--- config.mk ---
export PLATFORM = sky130hd
export DESIGN_NAME = rect_fill_engine
export DESIGN_NICKNAME = d
export VERILOG_FILES = /design/src/rtl/rect_fill_engine.sv
export SDC_FILE = /design/constraint.sdc
export NUM_CORES = 1
export LEC_CHECK = 0
export BUFFER_PORTS_ARGS = -buffer_cell sky130_fd_sc_hd__buf_2
export CORE_ASPECT_RATIO = 0.6
export CORE_MARGIN = 1.5
export CORE_UTILIZATION = 33
export CTS_CLUSTER_DIAMETER = 100
export DETAILED_ROUTE_END_ITERATION = 10
export PLACE_DENSITY = 0.49
export SLEW_MARGIN = 20
export SYNTH_ARGS = -nofsm -noshare
export SYNTH_HDL_FRONTEND = slang
export SYNTH_SLANG_ARGS = --single-unit
--- constraint.sdc ---
create_clock -name axi_aclk -period 3.55 [get_ports axi_aclk]
set_clock_uncertainty 0.15 [all_clocks]
set_input_delay 0.71 -clock axi_aclk [delete_from_list [all_inputs] [get_ports axi_aclk]]
set_output_delay 0.71 -clock axi_aclk [all_outputs]
set_load 0.01 [all_outputs]
--- src/rtl/rect_fill_engine.sv ---
// rect_fill_engine: accepts filled-rectangle commands, clips them to the
// back buffer and streams one RGB332 pixel write per cycle in row-major order.
module rect_fill_engine #(
  parameter int WIDTH   = 320,
  parameter int HEIGHT  = 240,
  parameter int ADDR_W  = 17,
  parameter int COLOR_W = 8
) (
  input  logic               axi_aclk,
  input  logic               reset,
  input  logic               cmd_valid,
  output logic               cmd_ready,
  input  logic [9:0]         cmd_x0,
  input  logic [8:0]         cmd_y0,
  input  logic [9:0]         cmd_w,
  input  logic [8:0]         cmd_h,
  input  logic [COLOR_W-1:0] cmd_color,
  input  logic               hold,
  output logic               wea,
  output logic [ADDR_W-1:0]  addra,
  output logic [COLOR_W-1:0] dina,
  output logic               busy,
  output logic               done
);

  localparam logic [10:0]       WIDTH_E  = 11'(WIDTH);
  localparam logic [10:0]       HEIGHT_E = 11'(HEIGHT);
  localparam logic [ADDR_W-1:0] WIDTH_A  = ADDR_W'(WIDTH);

  typedef enum logic [1:0] {IDLE, CLIP, FILL, DONE} state_t;

  state_t state, state_nxt;

  // Exclusive end coordinate clipped to the buffer edge; 11 bits so that
  // start+len never wraps back on-screen.
  function automatic logic [10:0] clip_end(input logic [10:0] start,
                                           input logic [10:0] len,
                                           input logic [10:0] lim);
    logic [10:0] s;
    s = start + len;
    return (s > lim) ? lim : s;
  endfunction

  // Latched command fields
  logic [9:0]         x0_r;
  logic [8:0]         y0_r;
  logic [9:0]         w_r;
  logic [8:0]         h_r;
  logic [COLOR_W-1:0] color_r;

  // Scan position and clipped bounds
  logic [9:0]         x_r;
  logic [8:0]         y_r;
  logic [ADDR_W-1:0]  row_base_r;
  logic [10:0]        xe_r;
  logic [10:0]        ye_r;

  logic               accept;
  logic [10:0]        xe_c;
  logic [10:0]        ye_c;
  logic               empty_c;
  logic [ADDR_W-1:0]  row_base_c;
  logic               last_col;
  logic               last_row;

  logic               cmd_ready_d;
  logic               wea_d;
  logic [ADDR_W-1:0]  addra_d;
  logic [COLOR_W-1:0] dina_d;
  logic               busy_d;
  logic               done_d;

  assign accept     = (state == IDLE) && cmd_valid && cmd_ready;
  assign xe_c       = clip_end({1'b0, x0_r}, {1'b0, w_r}, WIDTH_E);
  assign ye_c       = clip_end({2'b0, y0_r}, {2'b0, h_r}, HEIGHT_E);
  assign empty_c    = ({1'b0, x0_r} >= WIDTH_E) || ({2'b0, y0_r} >= HEIGHT_E) ||
                      (w_r == 10'd0) || (h_r == 9'd0);
  // Only used when y0 is on-screen, so truncation to ADDR_W is harmless.
  assign row_base_c = ADDR_W'(y0_r) * WIDTH_A;
  assign last_col   = ({1'b0, x_r} == (xe_r - 11'd1));
  assign last_row   = ({2'b0, y_r} == (ye_r - 11'd1));

  // State register
  always_ff @(posedge axi_aclk) begin
    if (reset) state <= IDLE;
    else       state <= state_nxt;
  end

  // Next-state logic
  always_comb begin
    state_nxt = state;
    case (state)
      IDLE: if (accept) state_nxt = CLIP;
      CLIP: state_nxt = empty_c ? DONE : FILL;
      FILL: if (!hold && last_col && last_row) state_nxt = DONE;
      DONE: state_nxt = IDLE;
      default: state_nxt = IDLE;
    endcase
  end

  // Next values of the registered outputs
  always_comb begin
    wea_d       = (state == FILL) && !hold;
    addra_d     = wea_d ? (row_base_r + ADDR_W'(x_r)) : addra;
    dina_d      = wea_d ? color_r : dina;
    done_d      = (state == DONE);
    busy_d      = (state == IDLE) ? accept : (state != DONE);
    cmd_ready_d = (state == IDLE) ? !accept : (state == DONE);
  end

  // Output registers
  always_ff @(posedge axi_aclk) begin
    if (reset) begin
      cmd_ready <= 1'b1;
      wea       <= 1'b0;
      addra     <= '0;
      dina      <= '0;
      busy      <= 1'b0;
      done      <= 1'b0;
    end else begin
      cmd_ready <= cmd_ready_d;
      wea       <= wea_d;
      addra     <= addra_d;
      dina      <= dina_d;
      busy      <= busy_d;
      done      <= done_d;
    end
  end

  // Command latch, clip load and row-major scan advance (data only, no reset)
  always_ff @(posedge axi_aclk) begin
    if (accept) begin
      x0_r    <= cmd_x0;
      y0_r    <= cmd_y0;
      w_r     <= cmd_w;
      h_r     <= cmd_h;
      color_r <= cmd_color;
    end
    if (state == CLIP) begin
      x_r        <= x0_r;
      y_r        <= y0_r;
      row_base_r <= row_base_c;
      xe_r       <= xe_c;
      ye_r       <= ye_c;
    end else if (state == FILL && !hold) begin
      if (last_col) begin
        x_r        <= x0_r;
        row_base_r <= row_base_r + WIDTH_A;
        if (!last_row) y_r <= y_r + 9'd1;
      end else begin
        x_r <= x_r + 10'd1;
      end
    end
  end

endmodule

==> summary.txt, run 1 <==
Register bit total from synthesis: 128
Synth top area share: 0.3986
Pre-CTS WS: 0.3485 ns
Main combinational cell family by area after synthesis: simple AND/OR/NAND/NOR gates
ANT cells: 0
Gr ovfl total: 0
Post-Layout Cell Count: 1,065
Tcrit/Tclk final: 0.9162
Number of synthesized flops with an enable pin: 97
Postcts setup bufs: 0
Yosys warns: 0
CTS H-Tree Depth: 4
Setup TNS: 0 ns
Startpoint types: register
Crit. End Element: register
Destination of the critical timing path: xe_r[2]
Hold buffers post-CTS: 0
First-pass GRT wire length: 28,770 um
Final Hold Viols: 0
Mapped Area: 7308 um^2
Share of layout cells above drive strength 1: 0.1794
Die height: 118.3 um
Mux contribution to synthesized area: 0.02688
Ys flop type: edfxtp_1
Final #Nets: 874
Initial antenna violation count: 0
Register area share after synthesis: 0.4835
CP Class: reg -> reg
CTS root buf: clkbuf_16
Total GRT Usage: 0.1649
Post-CTS resize count: 0
Core Util, Final: 0.4022
Area leader, netlist: edfxtp_1
P&R area growth vs syn: 17.45%
Least-Margin Pin Slew: 0.7458 ns
Highest clock rate: 0.3075 GHz
Slowest cell on crit path: a211oi_1
Worst-path clk slew: 0.06 ns
Status: finished clean
Maximum VDD drop: 386.7 uV
CTS buffer count: 17
Asr flop ratio synth: 0
Syn Area/Cell: 10.56 um^2
Worst r2r src: w_r[0]
Tmin final: 3.252 ns
Crit path max fanout: 5
Post-synthesis simple-gate area fraction: 0.1601
Detail Route Antenna Nets: 0
Vias: 5,337
R2r worst-path depth: 9
Synth Area in XOR/XNOR: 0.08269
Die X: 195.1 um
Initial drt markers: 461
Port bufs: 78
Clock sinks: 128
CORE AREA: 21,340 um^2
Power density cells: 887.9 nW/um^2
Cell variety after synth: 61
DP HPWL: 14,110 um
Ports: 79
WP data arrival: 3.24 ns
Via/cell ratio: 5.011
Synth Area in Compound Gates: 0.1246
Worst EP required: 3.54 ns
# Max-Cap Violations: 0
DRC viols: 0
DRT Pass-1 Iters: 5
Largest net degree at the start of global routing: 48
Starting density of the core: 0.3425
HP Class: reg -> reg
DIE AREA: 23,080 um^2
Slew headroom: 0.4984
Adder-cell share of the synthesized area: 0.09142
R2r endpoint: xe_r[2]
Number of instances in the placed design: 1,033
Total Routed Length: 18,370 um
Crit path from: w_r[0]
Sequence of cells on the critical path: ha_1, fa_1, a21o_1, a21oi_1, o21ai_0, a211oi_1, nor3_1, a211oi_1, nor3b_1
Slew Viols, Final: 0
Peak per-stage delay on the critical path: 0.51 ns
Clock Path Buffers: 2
Most Frequent Cell on Critical Path: a211oi_1
TritonCTS clock tree: yes
Reg2Reg Setup Slack: 0.30 ns
Final Setup Violations: 0
DR WL/cell: 17.25 um
# rows: 41
Vias in the first global route: 5,041
Post-Synthesis Cells: 692
Leakage power: 3.321 nW
Worst skew pair latency: 0.43 ns
Final worst setup slack: 0.2975 ns
RSZ-0062 raised after global routing: no
GPL Wtd Cong: 0.8480
Synth area leaders: edfxtp_1, dfxtp_1, ha_1
-- per-stage QoR --
| stage | power, mW | instance area (um^2) | hold slack (ns) |
|---|---|---|---|
| after global routing | 8.162 | 8583 | 0.2850 |
| after floorplan | 4.990 | 7320 | 0.3188 |
| after detailed placement | 5.863 | 7998 | 0.2931 |
| after global placement | 5.839 | 7998 | 0.2917 |
| after CTS | 7.639 | 8583 | 0.2827 |
| final | 7.621 | 8583 | 0.2964 |
-- synthesized netlist by cell type, types with 5 or more instances --
library cell and n:
dfxtp_1 31, nor3_1 21, xor2_1 34, edfxtp_1 97
ha_1 47, mux2_4 9, clkbuf_1 21, nor2_1 47
nand2b_1 6, nand4_1 8, a211oi_1 13, nor3b_1 8
nand2_1 75, nor4_1 6, o21ai_0 32, nor4b_1 5
nor2b_1 7, nand3_1 23, inv_1 31, o21a_1 10
mux2i_1 5, and3_1 5, a21oi_1 41, a21o_1 12
o21bai_1 6, xnor2_1 35
-- cells in the final DEF, fill, tap and decap left out, drive strengths merged, types with 5 or more instances in the layout --
cell type	instances
nand4	8
nor2b	7
xor2	34
nor4	8
a21o	12
nor2	48
nor3	21
o21bai	6
inv	38
nor4b	5
dfxtp	31
edfxtp	97
and3	5
a211oi	13
o21a	10
nor3b	8
xnor2	35
buf	83
nand2b	6
a21oi	41
clkbuf	19
nand2	75
nand3	23
ha	47
o21ai	33
mux2i	5
mux2	10
-- logic make-up (layout without fill, tap and decap cells) --
kind of cell,after synthesis,count (layout)
buf+inv,55,146
compound gates,143,143
simple gates,230,230
other cells,1,4
fa+ha+maj,51,51
flops,128,128
xor+xnor,69,69
mux,15,15
-- power breakdown --
| group | switching (mW) | leakage [nW] | internal, mW | total (mW) |
|---|---|---|---|---|
| Clock | 0.709 | 0.292 | 1.03 | 1.74 |
| Combinational | 1.77 | 1.87 | 1.30 | 3.08 |
| Sequential | 0.527 | 1.16 | 2.27 | 2.80 |
| Total | 3.01 | 3.32 | 4.61 | 7.62 |
-- how the worst min path moves through the flow --
stage          startpoint        to  slack, ns  depth (start not counted)
2_1_floorplan    state[0]  state[0]       0.32                          2
3_3_place_gp      dina[0]   dina[0]       0.29                          2
3_5_place_dp     addra[9]  addra[9]       0.29                          2
4_1_cts         cmd_y0[3]   y0_r[3]       0.28                          1
5_1_grt         cmd_y0[3]   y0_r[3]       0.28                          1
6_report         addra[9]  addra[9]       0.30                          2
-- layout make-up --
| class | count | area (um^2) |
|---|---|---|
| inverters | 31 | 116.4 |
| clock inverters | 13 | 121.4 |
| well taps | 279 | 349.1 |
| clock buffers | 19 | 464.2 |
| fillers | 2072 | 12760 |
| repair buffers | 83 | 427.9 |
| flip-flops and latches | 128 | 3533 |
| multi-input cells | 512 | 3571 |
-- critical path, delay by kind of cell, from the launching register on --
| kind | cells | cell delay, ns |
|---|---|---|
| adders and majority gates | 2 | 0.66 |
| AOI/OAI and AO/OA | 5 | 1.47 |
| DFF | 1 | 0.41 |
| and+or+nand+nor | 2 | 0.28 |
-- sequential cells by signal, summed over array words and instances (netlist names), 8 cells and up --
register,flops
addra,17
color_r,8
dina,8
h_r,9
row_base_r,11
w_r,10
x0_r,10
x_r,10
xe_r,11
y0_r,9
y_r,9
ye_r,10
-- metal layers --
| metal | up-vias | global-route usage | part of all wire |
|---|---|---|---|
| met5 | - | 0 | 0 |
| li1 | 2679 | - | - |
| met4 | 0 | 0.05426 | 0.0089 |
| met2 | 156 | 0.1953 | 0.35 |
| met3 | 10 | 0.05194 | 0.072 |
| met1 | 2492 | 0.2666 | 0.57 |
Note: power is estimated with default switching activity, not from simulation.
==> run 2: changes to the inputs <==
--- a/config.mk
+++ b/config.mk
@@ -5,6 +5,7 @@
 export SDC_FILE = /design/constraint.sdc
 export NUM_CORES = 1
 export LEC_CHECK = 0
+export ABC_AREA = 1
 export BUFFER_PORTS_ARGS = -buffer_cell sky130_fd_sc_hd__buf_2
 export CORE_ASPECT_RATIO = 0.6
 export CORE_MARGIN = 1.5
==> run 2 against run 1 <==
  * Synthesized area fell by 0.87%
  * Register-to-register slack improved by 0.48 ns
  * Via count rose by 3.6%
  * Critical path type unchanged
  * Highest routed layer unchanged
==> summary.txt, run 2 <==
Final Setup Violations: 0 (unchanged)
Sequential share of power: 0.369 (was 0.368)
Crit. End Element: register (unchanged)
# rows: 41 (unchanged)
Clock Path Buffers: 2 (unchanged)
HP Class: in -> reg (was reg -> reg)
Net Sw Frac: 0.3980 (was 0.3948)
Slew Viols, Final: 0 (unchanged)
Largest Register: addra (unchanged)
Synth area leaders: edfxtp_1, dfxtp_1, nand2_1 (was edfxtp_1, dfxtp_1, ha_1)
Leakage power: 3.828 nW (was 3.321 nW)
Largest net degree at the start of global routing: 48 (unchanged)
CTS buffer count: 17 (unchanged)
Ys flop type: edfxtp_1 (unchanged)
WP data arrival: 2.69 ns (was 3.24 ns)
Synth top cells by count: nand2_1, nor2_1, inv_1 (was edfxtp_1, nand2_1, ha_1, nor2_1, a21oi_1)
Postcts setup bufs: 0 (unchanged)
Power density cells: 832.2 nW/um^2 (was 887.9 nW/um^2)
Worst skew pair latency: 0.42 ns (was 0.43 ns)
Commonest non-fill, non-tap cells in the layout: nand2_1, nor2_1, inv_1, edfxtp_1, buf_2 (was edfxtp_1, buf_2, nand2_1, nor2_1, ha_1)
Cell variety after synth: 44 (was 61)
Die height: 117.8 um (was 118.3 um)
R2r endpoint: row_base_r[11] (was xe_r[2])
Least-Margin Pin Slew: 0.8017 ns (was 0.7458 ns)
Placed cell area: 7984 um^2 (was 7998 um^2)
Worst-path clk slew: 0.05 ns (was 0.06 ns)
DIE AREA: 22,880 um^2 (was 23,080 um^2)
Biggest regs: addra x17, row_base_r x11, xe_r x11 (unchanged)
Post-route cell area: 8534 um^2 (was 8583 um^2)
First-pass GRT wire length: 28,430 um (was 28,770 um)
Status: finished clean (unchanged)
Initial drt markers: 269 (was 461)
R2r worst-path depth: 14 (was 9)
Mapped Area: 7244 um^2 (was 7308 um^2)
Slew headroom: 0.4649 (was 0.4984)
CORE AREA: 21,290 um^2 (was 21,340 um^2)
Yosys warns: 0 (unchanged)
ANT cells: 0 (unchanged)
Total GRT Usage: 0.1629 (was 0.1649)
Starting density of the core: 0.3403 (was 0.3425)
Reg2Reg Setup Slack: 0.77 ns (was 0.30 ns)
Tcrit/Tclk final: 0.7822 (was 0.9162)
CTS H-Tree Depth: 4 (unchanged)
Post-Synthesis Cells: 824 (was 692)
Crit path max fanout: 19 (was 5)
Vias in the first global route: 5,053 (was 5,041)
Sw Pwr: 2.827 mW (was 3.009 mW)
Gr ovfl total: 0 (unchanged)
Number of flip-flops under the largest register name: 17 (unchanged)
Startpoint types: register (unchanged)
Port bufs: 78 (unchanged)
Register bit total from synthesis: 128 (unchanged)
Worst r2r src: xe_r[0] (was w_r[0])
Total Routed Length: 17,610 um (was 18,370 um)
Clk pwr share: 0.230 (was 0.229)
DR WL/cell: 14.56 um (was 17.25 um)
P&R area growth vs syn: 17.81% (was 17.45%)
CP Class: reg -> reg (unchanged)
Setup TNS: 0 ns (unchanged)
CTS root buf: clkbuf_16 (unchanged)
Initial antenna violation count: 0 (unchanged)
RSZ-0062 raised after global routing: no (unchanged)
Hold Path Depth: 1 (was 2)
Synth top area share: 0.4021 (was 0.3986)
GPL Wtd Cong: 0.8567 (was 0.8480)
Post-CTS resize count: 0 (unchanged)
Clock sinks: 128 (unchanged)
Hold path startpoint: cmd_y0[5] (was addra[9])
Commonest non-fill, non-tap cell in the layout: nand2_1 (was edfxtp_1)
Share of layout cells above drive strength 1: 0.1504 (was 0.1794)
# Max-Cap Violations: 0 (unchanged)
Syn Area/Cell: 8.792 um^2 (was 10.56 um^2)
Area leader, netlist: edfxtp_1 (unchanged)
DRT Pass-1 Iters: 4 (was 5)
Via/cell ratio: 4.571 (was 5.011)
Register area share after synthesis: 0.4877 (was 0.4835)
Worst EP required: 3.46 ns (was 3.54 ns)
TritonCTS clock tree: yes (unchanged)
Asr flop ratio synth: 0 (unchanged)
P_int: 4.275 mW (was 4.612 mW)
Hold buffers post-CTS: 0 (unchanged)
Final Hold Viols: 0 (unchanged)
Tmin final: 2.777 ns (was 3.252 ns)
Count leader, synth: nand2_1 (was edfxtp_1)
Logic gate share of total power: 0.401 (was 0.404)
Detail Route Antenna Nets: 0 (unchanged)
Worst Hold End: y0_r[5] (was addra[9])
Die X: 194.3 um (was 195.1 um)
Final #Nets: 1,019 (was 874)
Vias: 5,531 (was 5,337)
Number of synthesized flops with an enable pin: 97 (unchanged)
DP HPWL: 13,500 um (was 14,110 um)
Highest clock rate: 0.3601 GHz (was 0.3075 GHz)
Maximum VDD drop: 401.3 uV (was 386.7 uV)
DRC viols: 0 (unchanged)
Ports: 79 (unchanged)
[run 2: changes by cell type in the layout (fill, tap and decap cells not counted), moves of 11 or more]
| cell | before | now |
|---|---|---|
| nand2_1 | 75 | 162 |
| nor2_1 | 47 | 119 |
| inv_1 | 31 | 102 |
| nand3_1 | 23 | 44 |
| xnor2_1 | 35 | 15 |
| o21ai_0 | 32 | 46 |
| a211oi_1 | 13 | 0 |
| a21o_1 | 12 | 1 |
| nor3_1 | 21 | 10 |
[run 2: per-layer routing]
metal  vias up  GRT usage  wire, um
met2       106     0.2077      6343
met3        18    0.03668       726
met5         -          0         0
li1       2920          -         -
met4         0    0.05420       245
met1      2487     0.2608     10300
[run 2: how the worst max path moves through the flow]
stage / to / slack [ns] / start / depth (start not counted)
after floorplan: y_r[0] / 0.67 / state[1] / 7
after global placement: row_base_r[16] / 0.81 / hold / 6
after detailed placement: row_base_r[15] / 0.76 / xe_r[0] / 14
after CTS: row_base_r[11] / 0.75 / xe_r[0] / 14
after global routing: row_base_r[12] / 0.46 / xe_r[0] / 14
final: row_base_r[11] / 0.77 / xe_r[0] / 14
[run 2: per-stage QoR]
stage	hold WS (ns)	util	setup WS [ns]	total power [mW]	std cells
6_report	0.3104	0.4009	0.7730	7.102	1210
5_1_grt	0.2862	0.4009	0.4587	7.700	1210
4_1_cts	0.2864	0.4009	0.7539	7.162	1210
3_5_place_dp	0.3150	0.3750	0.7592	5.495	1178
3_3_place_gp	0.3037	0.3750	0.8106	5.515	1178
2_1_floorplan	0.2975	-	0.6738	4.646	827
[run 2: power groups by stage]
stage | combinational, mW | sequential, mW | clock, mW
after floorplan | 2.11 | 2.54 | 0
after global placement | 2.86 | 2.65 | 0
after detailed placement | 2.84 | 2.65 | 0
after CTS | 2.87 | 2.62 | 1.67
after global routing | 3.28 | 2.69 | 1.74
final | 2.85 | 2.62 | 1.63
[run 2: layout make-up]
| type | instances | area [um^2] |
|---|---|---|
| Fill cell | 2154 | 12750 |
| Multi-Input combinational cell | 583 | 3276 |
| Tap cell | 279 | 349.1 |
| Clock inverter | 5 | 26.28 |
| Sequential cell | 128 | 3533 |
| Inverter | 104 | 390.4 |
| Timing Repair Buffer | 84 | 435.4 |
| Clock buffer | 27 | 524.3 |
[run 2: logic make-up after synthesis]
kind of cell,share of synthesized area
AO/OA/AOI/OAI,0.08826
XOR/XNOR,0.05199
adder cells (fa/ha/maj),0.09223
buffers and inverters,0.06235
flip-flops,0.4877
multiplexers,0.002936
other,0.0005176
AND/OR/NAND/NOR,0.2140
[run 2: worst max-delay path, cell delays in order, from the launching register on]
cell      delay, ns
edfxtp_1       0.37
inv_1          0.18
ha_1           0.26
nand2_1        0.11
nor2_1         0.13
nand3_1        0.08
nand2_1        0.06
nand2_1        0.05
inv_1          0.04
nand2_1        0.04
nor2_1         0.12
nand2_1        0.12
nand2_4        0.22
nand2_1        0.11
inv_1          0.37
==> run 3: changes to the inputs <==
--- a/config.mk
+++ b/config.mk
@@ -5,14 +5,14 @@
 export SDC_FILE = /design/constraint.sdc
 export NUM_CORES = 1
 export LEC_CHECK = 0
-export ABC_AREA = 1
+export ABC_AREA = 0
 export BUFFER_PORTS_ARGS = -buffer_cell sky130_fd_sc_hd__buf_2
 export CORE_ASPECT_RATIO = 0.6
 export CORE_MARGIN = 1.5
 export CORE_UTILIZATION = 33
 export CTS_CLUSTER_DIAMETER = 100
 export DETAILED_ROUTE_END_ITERATION = 10
-export PLACE_DENSITY = 0.49
+export PLACE_DENSITY = 0.51
 export SLEW_MARGIN = 20
 export SYNTH_ARGS = -nofsm -noshare
 export SYNTH_HDL_FRONTEND = slang
==> constraint.sdc (replaced) <==
create_clock -name axi_aclk -period 2.4 [get_ports axi_aclk]
set_clock_uncertainty 0.15 [all_clocks]
set_input_delay 0.48 -clock axi_aclk [delete_from_list [all_inputs] [get_ports axi_aclk]]
set_output_delay 0.48 -clock axi_aclk [all_outputs]
set_load 0.01 [all_outputs]
==> run 3 against run 2 <==
  * The flow now finishes with violations (negative setup slack)
  * Sequential share of layout area is 7.5 points lower
  * Sequential cell count unchanged
  * Combinational power is 140% higher
  * Clock-buffer cell count fell by 7
  * Maximum frequency grew 4.6%
  * Power rose by 91%
  * First-iteration DRC count down 0.74%
  * Setup slack lost 1.0 ns
  * Final cell count up 0.66%
  * Sequential power increased by 50%
  * Die area is 0.86% higher
  * Worst hold slack worse by 0.23 ns
  * Critical path type unchanged
  * Critical endpoint is now xe_r[0]
  * Largest power group unchanged
  * Highest routed layer unchanged
==> summary.txt, run 3 (same netlist as run 1, synthesis figures left out) <==
Status: complete, but fails checks (was finished clean)
Failing checks: negative setup slack
Worst Hold End: w_r[0] (was y0_r[5])
Reg2Reg Setup Slack: -0.25 ns (was 0.77 ns)
Maximum VDD drop: 694.6 uV (was 401.3 uV)
HP Class: in -> reg (unchanged)
Highest clock rate: 0.3767 GHz (was 0.3601 GHz)
Initial drt markers: 267 (was 269)
CTS H-Tree Depth: 4 (unchanged)
Hold Path Depth: 1 (unchanged)
DRC viols: 0 (unchanged)
Vias: 5,952 (was 5,531)
Die X: 195.1 um (was 194.3 um)
Worst r2r src: w_r[0] (was xe_r[0])
RSZ-0062 raised after global routing: yes (was no)
Final Hold Viols: 0 (unchanged)
Gr ovfl total: 0 (unchanged)
Final Setup Violations: 54 (was 0)
First-pass GRT wire length: 30,400 um (was 28,430 um)
Hold WS: 0.07801 ns (was 0.3104 ns)
CORE AREA: 21,340 um^2 (was 21,290 um^2)
Final worst setup slack: -0.2546 ns (was 0.7730 ns)
Worst EP required: 2.53 ns (was 3.46 ns)
Tmin final: 2.655 ns (was 2.777 ns)
Share of layout cells above drive strength 1: 0.3951 (was 0.1504)
Worst path top cell family by delay: compound AO/OA/AOI/OAI gates (was simple AND/OR/NAND/NOR gates)
Largest Register: addra (unchanged)
Crit path max fanout: 5 (was 19)
GPL Wtd Cong: 0.8602 (was 0.8567)
Slowest cell on crit path: edfxtp_1 (unchanged)
Largest net degree at the start of global routing: 40 (was 48)
Startpoint types: register (unchanged)
R2r endpoint: xe_r[0] (was row_base_r[11])
Slew headroom: 0.4518 (was 0.4649)
Detail Route Antenna Nets: 0 (unchanged)
Commonest non-fill, non-tap cell in the layout: buf_4 (was nand2_1)
Biggest regs: addra x17, row_base_r x11, xe_r x11 (unchanged)
Ports: 79 (unchanged)
Worst-path clk slew: 0.06 ns (was 0.05 ns)
Post-Layout Cell Count: 1,218 (was 1,210)
P&R area growth vs syn: 42.61% (was 17.81%)
WP data arrival: 2.78 ns (was 2.69 ns)
DR WL/cell: 15.83 um (was 14.56 um)
Vias in the first global route: 5,813 (was 5,053)
CP Class: reg -> reg (unchanged)
Tcrit/Tclk final: 1.106 (was 0.7822)
Setup TNS: -8.478 ns (was 0 ns)
# rows: 41 (unchanged)
CTS root buf: clkbuf_16 (unchanged)
Worst skew pair latency: 0.42 ns (about the same)
ANT cells: 0 (unchanged)
Port bufs: 78 (unchanged)
Power density cells: 1304 nW/um^2 (was 832.2 nW/um^2)
Total GRT Usage: 0.1694 (was 0.1629)
DRT Pass-1 Iters: 5 (was 4)
Hold path startpoint: cmd_w[0] (was cmd_y0[5])
Total Routed Length: 19,290 um (was 17,610 um)
Sequence of cells on the critical path: ha_2, fa_2, a21o_1, a21oi_2, o21ai_2, a211oi_2, o21a_1, buf_4, a211oi_2, buf_4, nor3b_2 (was inv_1, ha_1, nand2_1, nor2_1, nand3_1, nand2_1, nand2_1, inv_1, nand2_1, nor2_1, nand2_1, nand2_4, nand2_1, inv_1)
R2r worst-path depth: 11 (was 14)
Starting density of the core: 0.3425 (was 0.3403)
# Max-Cap Violations: 0 (unchanged)
Initial antenna violation count: 0 (unchanged)
Via/cell ratio: 4.887 (was 4.571)
Clock sinks: 128 (unchanged)
Slew Viols, Final: 0 (unchanged)
Buffers and inverters on the worst path: 2 (was 3)
DP HPWL: 14,560 um (was 13,500 um)
Least-Margin Pin Slew: 0.8150 ns (was 0.8017 ns)
Final #Nets: 1,027 (was 1,019)
TritonCTS clock tree: yes (unchanged)
DIE AREA: 23,080 um^2 (was 22,880 um^2)
Clock Path Buffers: 2 (unchanged)
Leakage power: 4.182 nW (was 3.828 nW)
Die height: 118.3 um (was 117.8 um)
Number of instances in the placed design: 1,159 (was 1,178)
Crit. End Element: register (unchanged)
CTS buffer count: 17 (unchanged)
Commonest non-fill, non-tap cells in the layout: buf_4, edfxtp_1, buf_2, nand2_1, nor2_1 (was nand2_1, nor2_1, inv_1, edfxtp_1, buf_2)
Peak per-stage delay on the critical path: 0.40 ns (was 0.37 ns)
Number of flip-flops under the largest register name: 17 (unchanged)
## run 3: cell count changes in the layout (fill, tap and decap cells not counted), sizes merged, moves of 20 or more
cell	previous run	this run
buf	84	234
nand2	168	75
nor2	129	48
inv	105	32
nand3	45	23
o21ai	54	33
xnor2	15	35
## run 3: per-stage QoR
stage          instance area [um^2]  worst slack (ns)  total power, mW    util
6_report                      10420           -0.2546            13.59  0.4884
5_1_grt                       10420           -0.4196            14.50  0.4884
4_1_cts                       10130           -0.2229            13.23  0.4746
3_5_place_dp                   9141           -0.4669            9.989  0.4284
3_3_place_gp                   9141           -0.4204            9.855  0.4284
2_1_floorplan                  7515           -0.2060            7.622       -
## run 3: worst reg2reg max path, delay by kind of cell (launching register included)
kind | cells | cell delay, ns
compound gates | 6 | 0.92
fa+ha+maj | 2 | 0.56
buf+inv | 2 | 0.31
flops | 1 | 0.40
simple gates | 1 | 0.16
## run 3: how the worst max path moves through the flow
stage	start	cells after the start	slack, ns	to
floorplan	xe_r[2]	8	-0.21	x_r[1]
global placement	ye_r[2]	7	-0.42	y_r[8]
detailed placement	ye_r[2]	7	-0.47	y_r[4]
CTS	ye_r[2]	7	-0.22	y_r[7]
global route	w_r[0]	11	-0.42	xe_r[1]
finish	w_r[0]	11	-0.25	xe_r[0]
## run 3: power by group
part	total, mW	internal, mW	switching (mW)
registers	3.92	3.35	0.567
clock network	2.75	1.76	0.995
logic	6.92	3.49	3.43
total	13.6	8.60	4.99
## run 3: timing repair
item / 4_1_cts / 5_1_grt
hold buffers: 0 / 0
gates cloned: 0 / 2
endpoints found under the setup margin: 53 / 57
gates resized for setup: 45 / 35
pin swaps: 26 / 21
buffers inserted: 16 / 10
## run 3: routing by layer
metal	vias up	routed length (um)	GRT usage
li1	2985	-	-
met2	117	7662	0.2295
met1	2841	10740	0.2635
met5	-	0	0
met4	0	130	0.04506
met3	9	757	0.03938
## run 3: layout make-up
class | instances | area, um^2
Sequential cell | 128 | 3533
Clock buffer | 20 | 479.2
Multi-Input combinational cell | 514 | 4170
Clock inverter | 12 | 153.9
Inverter | 31 | 116.4
Tap cell | 279 | 349.1
Fill cell | 1971 | 10920
Timing Repair Buffer | 234 | 1620
